`src/rtl/inst_encoder_writer_pkg.sv`:
```
// Shared RV32I encoding constants, operation enums and writer types.
// Imported by the encoder, the writer top and round-trip benches.
package inst_encoder_writer_pkg;

  localparam int OPENUM_LEN = 6;
  localparam int REG_LEN    = 5;
  localparam int DATA_LEN   = 32;
  localparam int INST_LEN   = 32;

  localparam logic [6:0] OPCODE_LUI    = 7'b0110111;
  localparam logic [6:0] OPCODE_AUIPC  = 7'b0010111;
  localparam logic [6:0] OPCODE_JAL    = 7'b1101111;
  localparam logic [6:0] OPCODE_JALR   = 7'b1100111;
  localparam logic [6:0] OPCODE_BRANCH = 7'b1100011;
  localparam logic [6:0] OPCODE_LOAD   = 7'b0000011;
  localparam logic [6:0] OPCODE_STORE  = 7'b0100011;
  localparam logic [6:0] OPCODE_OP_IMM = 7'b0010011;
  localparam logic [6:0] OPCODE_OP     = 7'b0110011;

  localparam logic [2:0] FUNC3_BEQ  = 3'b000;
  localparam logic [2:0] FUNC3_BNE  = 3'b001;
  localparam logic [2:0] FUNC3_BLT  = 3'b100;
  localparam logic [2:0] FUNC3_BGE  = 3'b101;
  localparam logic [2:0] FUNC3_BLTU = 3'b110;
  localparam logic [2:0] FUNC3_BGEU = 3'b111;
  localparam logic [2:0] FUNC3_B    = 3'b000;
  localparam logic [2:0] FUNC3_H    = 3'b001;
  localparam logic [2:0] FUNC3_W    = 3'b010;
  localparam logic [2:0] FUNC3_BU   = 3'b100;
  localparam logic [2:0] FUNC3_HU   = 3'b101;
  localparam logic [2:0] FUNC3_ADD  = 3'b000;
  localparam logic [2:0] FUNC3_SLL  = 3'b001;
  localparam logic [2:0] FUNC3_SLT  = 3'b010;
  localparam logic [2:0] FUNC3_SLTU = 3'b011;
  localparam logic [2:0] FUNC3_XOR  = 3'b100;
  localparam logic [2:0] FUNC3_SR   = 3'b101;
  localparam logic [2:0] FUNC3_OR   = 3'b110;
  localparam logic [2:0] FUNC3_AND  = 3'b111;

  localparam logic [6:0] FUNC7_ZERO = 7'b0000000;
  localparam logic [6:0] FUNC7_SPEC = 7'b0100000;

  localparam logic [OPENUM_LEN-1:0] OPENUM_NOP   = 6'd0;
  localparam logic [OPENUM_LEN-1:0] OPENUM_LUI   = 6'd1;
  localparam logic [OPENUM_LEN-1:0] OPENUM_AUIPC = 6'd2;
  localparam logic [OPENUM_LEN-1:0] OPENUM_JAL   = 6'd3;
  localparam logic [OPENUM_LEN-1:0] OPENUM_JALR  = 6'd4;
  localparam logic [OPENUM_LEN-1:0] OPENUM_BEQ   = 6'd5;
  localparam logic [OPENUM_LEN-1:0] OPENUM_BNE   = 6'd6;
  localparam logic [OPENUM_LEN-1:0] OPENUM_BLT   = 6'd7;
  localparam logic [OPENUM_LEN-1:0] OPENUM_BGE   = 6'd8;
  localparam logic [OPENUM_LEN-1:0] OPENUM_BLTU  = 6'd9;
  localparam logic [OPENUM_LEN-1:0] OPENUM_BGEU  = 6'd10;
  localparam logic [OPENUM_LEN-1:0] OPENUM_LB    = 6'd11;
  localparam logic [OPENUM_LEN-1:0] OPENUM_LH    = 6'd12;
  localparam logic [OPENUM_LEN-1:0] OPENUM_LW    = 6'd13;
  localparam logic [OPENUM_LEN-1:0] OPENUM_LBU   = 6'd14;
  localparam logic [OPENUM_LEN-1:0] OPENUM_LHU   = 6'd15;
  localparam logic [OPENUM_LEN-1:0] OPENUM_SB    = 6'd16;
  localparam logic [OPENUM_LEN-1:0] OPENUM_SH    = 6'd17;
  localparam logic [OPENUM_LEN-1:0] OPENUM_SW    = 6'd18;
  localparam logic [OPENUM_LEN-1:0] OPENUM_ADDI  = 6'd19;
  localparam logic [OPENUM_LEN-1:0] OPENUM_SLTI  = 6'd20;
  localparam logic [OPENUM_LEN-1:0] OPENUM_SLTIU = 6'd21;
  localparam logic [OPENUM_LEN-1:0] OPENUM_XORI  = 6'd22;
  localparam logic [OPENUM_LEN-1:0] OPENUM_ORI   = 6'd23;
  localparam logic [OPENUM_LEN-1:0] OPENUM_ANDI  = 6'd24;
  localparam logic [OPENUM_LEN-1:0] OPENUM_SLLI  = 6'd25;
  localparam logic [OPENUM_LEN-1:0] OPENUM_SRLI  = 6'd26;
  localparam logic [OPENUM_LEN-1:0] OPENUM_ADD   = 6'd27;
  localparam logic [OPENUM_LEN-1:0] OPENUM_SUB   = 6'd28;
  localparam logic [OPENUM_LEN-1:0] OPENUM_SLL   = 6'd29;
  localparam logic [OPENUM_LEN-1:0] OPENUM_SLT   = 6'd30;
  localparam logic [OPENUM_LEN-1:0] OPENUM_SLTU  = 6'd31;
  localparam logic [OPENUM_LEN-1:0] OPENUM_XOR   = 6'd32;
  localparam logic [OPENUM_LEN-1:0] OPENUM_SRL   = 6'd33;
  localparam logic [OPENUM_LEN-1:0] OPENUM_SRA   = 6'd34;
  localparam logic [OPENUM_LEN-1:0] OPENUM_OR    = 6'd35;
  localparam logic [OPENUM_LEN-1:0] OPENUM_AND   = 6'd36;

  typedef enum logic [2:0] {
    FMT_R, FMT_I, FMT_SH, FMT_S, FMT_B, FMT_U, FMT_J
  } fmt_e;

  typedef enum logic [2:0] {
    ST_IDLE, ST_B0, ST_B1, ST_B2, ST_B3
  } wr_state_e;

endpackage

```
`src/rtl/inst_encoder_writer_encode_comb.sv`:
```
// Pure combinational RV32I encoder: op enum + fields -> word, legal.
// NOP ignores its fields and always yields addi x0,x0,0.
module inst_encode_comb
  import inst_encoder_writer_pkg::*;
(
  input  logic [OPENUM_LEN-1:0] op,
  input  logic [REG_LEN-1:0]    rd,
  input  logic [REG_LEN-1:0]    rs1,
  input  logic [REG_LEN-1:0]    rs2,
  input  logic [DATA_LEN-1:0]   imm,
  output logic [INST_LEN-1:0]   word,
  output logic                  legal
);

  logic [6:0] opc;
  logic [2:0] f3;
  logic [6:0] f7;
  fmt_e       fmt;
  logic       nop;
  logic       unused_imm;

  assign unused_imm = ^imm[31:21];

  // Map the op enum to opcode, funct fields and format
  always_comb begin
    opc   = OPCODE_OP_IMM;
    f3    = FUNC3_ADD;
    f7    = FUNC7_ZERO;
    fmt   = FMT_I;
    legal = 1'b1;
    nop   = 1'b0;
    case (op)
      OPENUM_NOP:   nop = 1'b1;
      OPENUM_LUI:   begin opc = OPCODE_LUI; fmt = FMT_U; end
      OPENUM_AUIPC: begin opc = OPCODE_AUIPC; fmt = FMT_U; end
      OPENUM_JAL:   begin opc = OPCODE_JAL; fmt = FMT_J; end
      OPENUM_JALR:  opc = OPCODE_JALR;
      OPENUM_BEQ:   begin opc = OPCODE_BRANCH; fmt = FMT_B; f3 = FUNC3_BEQ; end
      OPENUM_BNE:   begin opc = OPCODE_BRANCH; fmt = FMT_B; f3 = FUNC3_BNE; end
      OPENUM_BLT:   begin opc = OPCODE_BRANCH; fmt = FMT_B; f3 = FUNC3_BLT; end
      OPENUM_BGE:   begin opc = OPCODE_BRANCH; fmt = FMT_B; f3 = FUNC3_BGE; end
      OPENUM_BLTU:  begin opc = OPCODE_BRANCH; fmt = FMT_B; f3 = FUNC3_BLTU; end
      OPENUM_BGEU:  begin opc = OPCODE_BRANCH; fmt = FMT_B; f3 = FUNC3_BGEU; end
      OPENUM_LB:    begin opc = OPCODE_LOAD; f3 = FUNC3_B; end
      OPENUM_LH:    begin opc = OPCODE_LOAD; f3 = FUNC3_H; end
      OPENUM_LW:    begin opc = OPCODE_LOAD; f3 = FUNC3_W; end
      OPENUM_LBU:   begin opc = OPCODE_LOAD; f3 = FUNC3_BU; end
      OPENUM_LHU:   begin opc = OPCODE_LOAD; f3 = FUNC3_HU; end
      OPENUM_SB:    begin opc = OPCODE_STORE; fmt = FMT_S; f3 = FUNC3_B; end
      OPENUM_SH:    begin opc = OPCODE_STORE; fmt = FMT_S; f3 = FUNC3_H; end
      OPENUM_SW:    begin opc = OPCODE_STORE; fmt = FMT_S; f3 = FUNC3_W; end
      OPENUM_ADDI:  f3 = FUNC3_ADD;
      OPENUM_SLTI:  f3 = FUNC3_SLT;
      OPENUM_SLTIU: f3 = FUNC3_SLTU;
      OPENUM_XORI:  f3 = FUNC3_XOR;
      OPENUM_ORI:   f3 = FUNC3_OR;
      OPENUM_ANDI:  f3 = FUNC3_AND;
      OPENUM_SLLI:  begin fmt = FMT_SH; f3 = FUNC3_SLL; end
      OPENUM_SRLI:  begin fmt = FMT_SH; f3 = FUNC3_SR; end
      OPENUM_ADD:   begin opc = OPCODE_OP; fmt = FMT_R; f3 = FUNC3_ADD; end
      OPENUM_SUB:   begin opc = OPCODE_OP; fmt = FMT_R; f3 = FUNC3_ADD; f7 = FUNC7_SPEC; end
      OPENUM_SLL:   begin opc = OPCODE_OP; fmt = FMT_R; f3 = FUNC3_SLL; end
      OPENUM_SLT:   begin opc = OPCODE_OP; fmt = FMT_R; f3 = FUNC3_SLT; end
      OPENUM_SLTU:  begin opc = OPCODE_OP; fmt = FMT_R; f3 = FUNC3_SLTU; end
      OPENUM_XOR:   begin opc = OPCODE_OP; fmt = FMT_R; f3 = FUNC3_XOR; end
      OPENUM_SRL:   begin opc = OPCODE_OP; fmt = FMT_R; f3 = FUNC3_SR; end
      OPENUM_SRA:   begin opc = OPCODE_OP; fmt = FMT_R; f3 = FUNC3_SR; f7 = FUNC7_SPEC; end
      OPENUM_OR:    begin opc = OPCODE_OP; fmt = FMT_R; f3 = FUNC3_OR; end
      OPENUM_AND:   begin opc = OPCODE_OP; fmt = FMT_R; f3 = FUNC3_AND; end
      default:      legal = 1'b0;
    endcase
  end

  // Pack the fields according to the instruction format
  always_comb begin
    word = '0;
    unique case (fmt)
      FMT_R:   word = {f7, rs2, rs1, f3, rd, opc};
      FMT_I:   word = {imm[11:0], rs1, f3, rd, opc};
      FMT_SH:  word = {f7, imm[4:0], rs1, f3, rd, opc};
      FMT_S:   word = {imm[11:5], rs2, rs1, f3, imm[4:0], opc};
      FMT_B:   word = {imm[12], imm[10:5], rs2, rs1, f3,
                       imm[4:1], imm[11], opc};
      FMT_U:   word = {imm[19:0], rd, opc};
      FMT_J:   word = {imm[20], imm[10:1], imm[11], imm[19:12],
                       rd, opc};
      default: word = '0;
    endcase
    if (nop) word = {25'd0, OPCODE_OP_IMM};
  end

endmodule

```
`src/rtl/inst_encoder_writer.sv`:
```
// Encodes decoded fields into RV32I words, buffers them in a FIFO and
// streams each word little-endian, one byte per cycle, to a RAM port.
module inst_encoder_writer
  import inst_encoder_writer_pkg::*;
#(
  parameter int DEPTH = 4
) (
  input  logic                  clk,
  input  logic                  rst,
  input  logic                  rdy,
  input  logic                  in_valid,
  output logic                  in_ready,
  input  logic [OPENUM_LEN-1:0] in_op_enum,
  input  logic [REG_LEN-1:0]    in_rd,
  input  logic [REG_LEN-1:0]    in_rs1,
  input  logic [REG_LEN-1:0]    in_rs2,
  input  logic [DATA_LEN-1:0]   in_imm,
  input  logic                  load_addr,
  input  logic [31:0]           load_addr_val,
  output logic                  mem_wr,
  output logic [31:0]           mem_a,
  output logic [7:0]            mem_dout,
  output logic                  busy,
  output logic                  illegal,
  output logic [31:0]           words_done
);

  localparam int AW = $clog2(DEPTH);
  localparam int CW = AW + 1;

  logic [INST_LEN-1:0] fifo [DEPTH];
  logic [AW-1:0]       wp;
  logic [AW-1:0]       rp;
  logic [CW-1:0]       count;
  logic [CW-1:0]       count_nxt;
  logic                ready_q;
  logic                wr_q;
  logic [INST_LEN-1:0] enc_word;
  logic                enc_legal;
  logic [INST_LEN-1:0] head;
  logic [23:0]         word_q;
  logic [31:0]         ptr;
  wr_state_e           state;
  logic                hs;
  logic                push;
  logic                pop;
  logic                ld_ok;
  logic                empty;

  inst_encode_comb u_enc (
    .op    (in_op_enum),
    .rd    (in_rd),
    .rs1   (in_rs1),
    .rs2   (in_rs2),
    .imm   (in_imm),
    .word  (enc_word),
    .legal (enc_legal)
  );

  assign empty     = (count == '0);
  assign in_ready  = rdy && ready_q;
  assign hs        = in_valid && in_ready;
  assign push      = hs && enc_legal;
  assign pop       = rdy && !empty &&
                     (state == ST_IDLE || state == ST_B3);
  assign ld_ok     = rdy && load_addr && empty && state == ST_IDLE;
  assign count_nxt = count + CW'(push) - CW'(pop);
  assign head      = fifo[rp];
  assign busy      = !empty || state != ST_IDLE;
  assign mem_wr    = wr_q && rdy;

  // FIFO storage; contents are don't-care until pushed
  always_ff @(posedge clk) begin
    if (push) fifo[wp] <= enc_word;
  end

  // FIFO pointers, occupancy and the registered not-full flag
  always_ff @(posedge clk or negedge rst) begin
    if (!rst) begin
      wp      <= '0;
      rp      <= '0;
      count   <= '0;
      ready_q <= 1'b0;
    end else if (rdy) begin
      if (push) wp <= wp + 1'b1;
      if (pop)  rp <= rp + 1'b1;
      count   <= count_nxt;
      ready_q <= (count_nxt != CW'(DEPTH));
    end
  end

  // Byte writer FSM with registered RAM port and drop pulse
  always_ff @(posedge clk or negedge rst) begin
    if (!rst) begin
      state      <= ST_IDLE;
      ptr        <= '0;
      word_q     <= '0;
      wr_q       <= 1'b0;
      mem_a      <= '0;
      mem_dout   <= '0;
      words_done <= '0;
      illegal    <= 1'b0;
    end else begin
      illegal <= hs && !enc_legal;
      if (rdy) begin
        unique case (state)
          ST_IDLE: begin
            if (ld_ok) ptr <= load_addr_val;
            if (pop) begin
              word_q   <= head[31:8];
              mem_a    <= ptr;
              mem_dout <= head[7:0];
              wr_q     <= 1'b1;
              state    <= ST_B0;
            end
          end
          ST_B0: begin
            mem_a    <= ptr + 32'd1;
            mem_dout <= word_q[7:0];
            state    <= ST_B1;
          end
          ST_B1: begin
            mem_a    <= ptr + 32'd2;
            mem_dout <= word_q[15:8];
            state    <= ST_B2;
          end
          ST_B2: begin
            mem_a    <= ptr + 32'd3;
            mem_dout <= word_q[23:16];
            state    <= ST_B3;
          end
          ST_B3: begin
            ptr        <= ptr + 32'd4;
            words_done <= words_done + 32'd1;
            if (pop) begin
              word_q   <= head[31:8];
              mem_a    <= ptr + 32'd4;
              mem_dout <= head[7:0];
              state    <= ST_B0;
            end else begin
              wr_q  <= 1'b0;
              state <= ST_IDLE;
            end
          end
          default: state <= ST_IDLE;
        endcase
      end
    end
  end

endmodule

```
`config.mk`:
```
export PLATFORM = sky130hd
export DESIGN_NAME = inst_encoder_writer
export DESIGN_NICKNAME = d
export VERILOG_FILES = /design/src/rtl/inst_encoder_writer_pkg.sv /design/src/rtl/inst_encoder_writer_encode_comb.sv /design/src/rtl/inst_encoder_writer.sv
export SDC_FILE = /design/constraint.sdc
export NUM_CORES = 1
export LEC_CHECK = 0
export CORE_MARGIN = 5
export CORE_UTILIZATION = 30
export DETAILED_ROUTE_END_ITERATION = 16
export GPL_ROUTABILITY_DRIVEN = 0
export PLACE_DENSITY = 0.52
export SYNTH_ARGS = -nofsm -noshare
export SYNTH_HDL_FRONTEND = slang
export SYNTH_SLANG_ARGS = --single-unit
```
`constraint.sdc`:
```
create_clock -name clk -period 3.2 [get_ports clk]
set_input_delay 0.96 -clock clk [delete_from_list [all_inputs] [get_ports clk]]
set_output_delay 0.96 -clock clk [all_outputs]
set_load 0.1 [all_outputs]
```
==> flow_summary_export.csv, run 1 <==
group,metric,value,unit
outcome,outcome,"finished clean",
synth,synth_area,14200,µm²
sta,worst_pin_slew,764,ps
layout,n_antenna_cell,0,
detailed_routing,antenna_left,0,
detailed_routing,dr.pass1.iters,6,
synth,synth-seq-cells,265,
pwr,p_leak,6.99,nW
place,dp_cells,2170,
grt,grt_pass1_vias,11800,
cts,clockRootBuffer,"clkbuf_16",
pwr,power.density,932,nW/µm²
sta,min_period_over_period,98.2,%
pwr,peakVddDrop,0.000471,V
layout,final_util,38.6,%
cts,clockBufferDepth,3,
grt,grt_max_degree,80,
detailed_routing,viasPerCell,5.34,
detailed_routing,drc,0,
die,core,46700,µm²
pwr,p_sw,7.62,mW
synth,yosysSeqAreaShare,51.0,%
critical_path,crit_start,"rdy",
min_path,min_path_type,"input pin to async pin",
sta,report.final.slew_viol_count,0,
cts,insertion_delay,580,ps
die,ios,166,
grt,overflow,0,
synth,ys_async_sr_fraction,53.2,%
pwr,pwr-share-seq,32.1,%
place,placed_cell_area,16900,µm²
critical_path,cp_top_family,"buffers and inverters",
critical_path,crit_chain,"clkdlybuf4s50_1 -> buf_6 -> and2_1 -> buf_12",
layout,layout.nets,1697,
sta,finalHoldViolCount,0,
sta,rsz0062_at_grt,"false",
cts,cts_tree,"done",
sta,maxSlewHeadroom,49.1,%
pwr,pwr-share-comb,45.4,%
grt,grt_pass1_wl,68700,µm
grt,groute.usage.overall,16.6,%
detailed_routing,wirelength,44100,µm
detailed_routing,drtIter0Drc,987,
critical_path,crit_path_end_kind,"output pin",
die,rows,79,
critical_path,worstSetupStartpointType,"input pin",
cts,htree_levels,1,
cts,cts_sinks,265,
sta,fin_crit,3140,ps
critical_path,crit_fanout,20,
die,die_area,51800,µm²
layout,fin_area,18000,µm²
job,max-cap-violations,0,
synth,yosys_warnings,0,
die,die_h,228,µm
critical_path,reg2reg_from,"state[1]",
die,die_w,228,µm
place,dp_hpwl,31000,µm
pwr,totalPowerFinal,16.8,mW
synth,syn_inst,1406,
critical_path,cpMaxStageDelayCell,"clkdlybuf4s50_1",
detailed_routing,num_vias,11900,
cts,clkTransAtPathRegs,60,ps
detailed_routing,routedWlPerCell,19.8,µm
grt,antenna_found_initial,0,
cts,postCtsHoldBufs,0,
synth,synth_ff_type,"dfrtp_1",
critical_path,cp_num_cells,4,
sta,setup_ws,57.1,ps
pwr,p_sw_share,45.4,%
sta,finalSetupViolCount,0,
critical_path,critPathBufInv,3,
die,start_util,30.5,%
critical_path,critPathMaxStageDelay,580,ps
critical_path,crit_arrival,2180,ps
critical_path,crit_type,"input pin to output pin",
layout,instances_no_fill,2227,
layout,final_layout_size_suffix_gt1_share,19.5,%
cts,numCtsBuffers,31,
layout,syn2layout_area_growth,26.7,%
synth,syn-mean-instance-area,10.1,µm²
synth,synth-edff-count,124,
sta,max_freq,318,MHz
pwr,p_int,9.16,mW
synth,yosysUniqueCellTypes,79,
sta,fin_skew,9.32,ps
place,port-buffer-count,154,
critical_path,r2r_cells,8,
pwr,p_clk_share,22.5,%
place,dp_slack,-459,ps
critical_path,crit_required,2240,ps
-- path summary, 6_finish.rpt --
| check | end | slack [ps] |
|---|---|---|
| max in group asynchronous | mem_a[5] | 2140 |
| min in group clk | word_q[23] | 480 |
| min reg2reg | word_q[23] | 480 |
| max reg2reg | mem_a[17] | 410 |
| min | words_done[23] | 360 |
| max | mem_wr | 60 |
-- area by class of cell --
| type | instances | area, µm² |
|---|---|---|
| Multi-Input combinational cell | 1010 | 6480 |
| Clock buffer | 36 | 805 |
| Timing Repair Buffer | 265 | 2330 |
| Sequential cell | 265 | 7250 |
| Clock inverter | 22 | 289 |
| Fill cell | 4650 | 28700 |
| Tap cell | 607 | 759 |
| Inverter | 22 | 82.6 |
-- flip-flops by register name (all words and copies together) (netlist names) --
name        count
state           3
wp              2
illegal         1
count           3
mem_a          32
words_done     32
ptr            32
word_q         24
rp              2
mem_dout        8
fifo          124
wr_q            1
ready_q         1
-- kinds of logic (layout without fill, tap and decap cells) --
kind of cell    Yosys count  count (layout)  share of synthesized area, %
mux                      51              51                          6.39
flops                   265             265                          51.0
xor+xnor                 65              65                          4.01
fa+ha+maj                12              12                          1.16
other cells               1               4                        0.0264
buf+inv                 134             345                          3.90
simple gates            525             525                          17.9
compound gates          353             353                          15.5
-- through the flow --
step           TNS [ps]  hold WS, ps
2_1_floorplan     -88.9          446
3_3_place_gp      -7480          466
3_5_place_dp     -10130          464
4_1_cts               0          361
5_1_grt               0          386
6_report              0          365
-- power by group through the flow --
stage	Sequential [mW]	Combinational [mW]	Clock, mW
floorplan	6.74	3.89	0
global placement	5.43	7.55	0
detailed placement	5.45	7.62	0
CTS	5.39	7.65	3.87
global route	5.52	8.16	4.02
finish	5.39	7.62	3.77
-- timing repair --
| action | CTS | global route |
|---|---|---|
| hold endpoints to repair | 0 | 0 |
| gates resized for setup | 0 | 1 |
| setup buffers | 0 | 0 |
| setup endpoints to repair | 1 | 1 |
-- cell usage after synthesis, drive strengths merged, types with 12 or more instances --
cell    number  area share (%)
nand2b      14            0.62
nor4        17            0.92
mux4        31             4.9
edfxtp     124              26
nor2       113             3.0
and2        14            0.62
o21ai      102             3.6
and3        22            0.97
a22oi       19             1.0
dfrtp      141              25
o22ai       28             1.2
nor3        34             1.3
mux2i       12            0.85
xnor2       40             2.5
inv         20            0.53
a221oi      12            0.74
xor2        25             1.5
nand3       45             1.6
buf         42             1.4
clkbuf      70             1.9
nand2      189             5.0
a21oi       90             3.2
nand4       29             1.4
a31oi       22            0.97
-- routing by layer --
layer  up-vias  GRT usage (%)  part of all wire [%]
met5         -              0                     0
li1       5570              -                     -
met3        75           2.53                   6.3
met1      5848           23.1                    44
met4         0           4.46                   2.4
met2       392           27.3                    47
-- placed cells by master, fill, tap and decap left out, types with 32 or more instances in the layout --
cell type / n
clkdlybuf4s50_1: 77
buf_4: 175
dfrtp_1: 140
a21oi_1: 89
nor2_1: 110
o21ai_0: 100
nand2_1: 187
nand3_1: 44
xnor2_1: 40
edfxtp_1: 124
nor3_1: 32
Power figures use the tool's default switching activity.
==> inputs of run 2 (changes only) <==
Settings changed: CORE_UTILIZATION 30 to 49, PLACE_DENSITY 0.52 to 0.76.
==> run 2 against run 1 <==
Effect of this change:
- clock skew fell by 2.6 ps
- setup slack improved by 65 ps
- critical path depth rose by 1
- sequential power barely moved
==> flow_summary_export.csv, run 2 (synthesis results as in run 1) <==
group,metric,value,unit
detailed_routing,drtIter0Drc,1656,
outcome,outcome,"finished clean",
sta,finalHoldViolCount,0,
detailed_routing,wirelength,40400,µm
min_path,min_path_type,"input pin to async pin",
die,die_w,180,µm
die,die_h,180,µm
detailed_routing,num_vias,12200,
pwr,peakVddDrop,0.000593,V
critical_path,crit_fanout,14,
grt,grt_max_degree,68,
cts,numCtsBuffers,28,
layout,layout.nets,1685,
critical_path,crit_arrival,2120,ps
place,dp_hpwl,28200,µm
sta,finalSetupTns,0,ps
cts,clkTransAtPathRegs,60,ps
layout,final_layout_size_suffix_gt1_share,18.6,%
cts,post_cts_buffers,0,
place,port-buffer-count,154,
layout,top_register,"fifo",
grt,grt_pass1_vias,11700,
critical_path,crit_chain,"dlygate4sd2_1 -> buf_4 -> buf_4 -> and2_1 -> buf_12",
cts,cts_tree,"done",
critical_path,worstSetupStartpointType,"input pin",
grt,overflow,0,
sta,min_period_over_period,96.2,%
layout,fill_cells,2326,
sta,worst_pin_slew,772,ps
place,dp_cells,1937,
critical_path,cpMaxStageDelayCell,"dlygate4sd2_1",
pwr,power.density,929,nW/µm²
critical_path,r2r_cells,11,
critical_path,crit_type,"input pin to output pin",
critical_path,crit_top_cell,"buf_4",
grt,antenna_found_initial,1,
pwr,p_leak,6.89,nW
cts,clockBufferDepth,3,
critical_path,reg2reg_from,"count[1]",
cts,clockRootBuffer,"clkbuf_16",
layout,mostFrequentLayoutCell,"nand2_1",
job,max-cap-violations,0,
sta,finalSetupViolCount,0,
sta,maxSlewHeadroom,48.0,%
critical_path,crit_path_end_kind,"output pin",
sta,rsz0062_at_grt,"false",
cts,htree_levels,1,
grt,grt_pass1_wl,64500,µm
detailed_routing,dr.pass1.iters,6,
die,start_util,49.5,%
detailed_routing,antenna_left,0,
sta,whs,386,ps
critical_path,reg2reg_to,"ready_q",
cts,insertion_delay,550,ps
die,rows,62,
layout,n_antenna_cell,0,
sta,report.final.slew_viol_count,0,
die,ios,166,
grt,groute.usage.overall,24.2,%
layout,largest_reg_flops,124,
cts,cts_sinks,265,
layout,final_cell_mix,"187 x nand2_1, 168 x buf_4, 140 x dfrtp_1",
layout,syn2layout_area_growth,23.2,%
critical_path,regToRegSetupSlack,410,ps
die,core,28700,µm²
detailed_routing,drc,0,
critical_path,crit_required,2240,ps
layout,fin_area,17500,µm²
die,die_area,32500,µm²
pwr,totalPowerFinal,16.3,mW
detailed_routing,routedWlPerCell,20.3,µm
critical_path,critPathMaxStageDelay,350,ps
detailed_routing,viasPerCell,6.14,
sta,fin_crit,3080,ps
sta,max_freq,325,MHz
sta,fin_skew,6.71,ps
place,placed_cell_area,16500,µm²
layout,instances_no_fill,1989,
-- run 2: repair_timing --
item	in CTS	in global routing
hold buffers	0	0
endpoints found under the setup margin	1	1
pin swaps	0	0
resized for setup	1	1
-- run 2: how the worst max path moves through the flow --
stage | slack (ps) | endpoint | depth (start not counted) | start
floorplan | -90 | ready_q | 14 | in_op_enum[0]
global placement | -390 | ready_q | 13 | rdy
detailed placement | -480 | ready_q | 14 | in_op_enum[0]
CTS | 100 | ready_q | 14 | in_op_enum[0]
global route | 5 | ready_q | 14 | in_op_enum[5]
finish | 120 | mem_wr | 5 | rdy
-- run 2: cell type report --
type	instances	area (µm²)	share of cell area, %
clock buffer	40	806	4.60
clock inverter	12	149	0.851
inverter	22	82.6	0.472
multi-input combinational	1010	6480	37.1
sequential	265	7250	41.4
tap	384	480	2.75
timing repair buffer	256	2240	12.8
-- run 2: per-stage QoR --
step / utilization, % / setup WS [ps]
2_1_floorplan: - / -88.9
3_3_place_gp: 57.6 / -390
4_1_cts: 61.0 / 95.8
3_5_place_dp: 57.6 / -477
6_report: 61.0 / 122
5_1_grt: 61.0 / 5.33
-- run 2: report_power, final --
part / total (mW) / switching (mW) / internal (mW) / leakage, nW
combinational: 7.52 / 5.06 / 2.46 / 3.55
clock: 3.33 / 1.34 / 1.99 / 0.465
sequential: 5.41 / 1.03 / 4.38 / 2.87
total: 16.3 / 7.43 / 8.83 / 6.89
-- run 2: routing by layer --
metal | vias to the layer above | part of all wire, % | global-route usage (%) | wire length (µm)
li1 | 5549 | - | - | -
met2 | 665 | 47 | 38.4 | 19000
met3 | 116 | 8.9 | 3.59 | 3600
met4 | 2 | 3.3 | 7.05 | 1340
met5 | - | 0.032 | 0 | 13
met1 | 5878 | 41 | 35.0 | 16500
-- run 2: worst max-delay path, delay by kind of cell --
kind | cells | cell delay (ps)
and+or+nand+nor | 1 | 240
buffers and inverters | 4 | 920
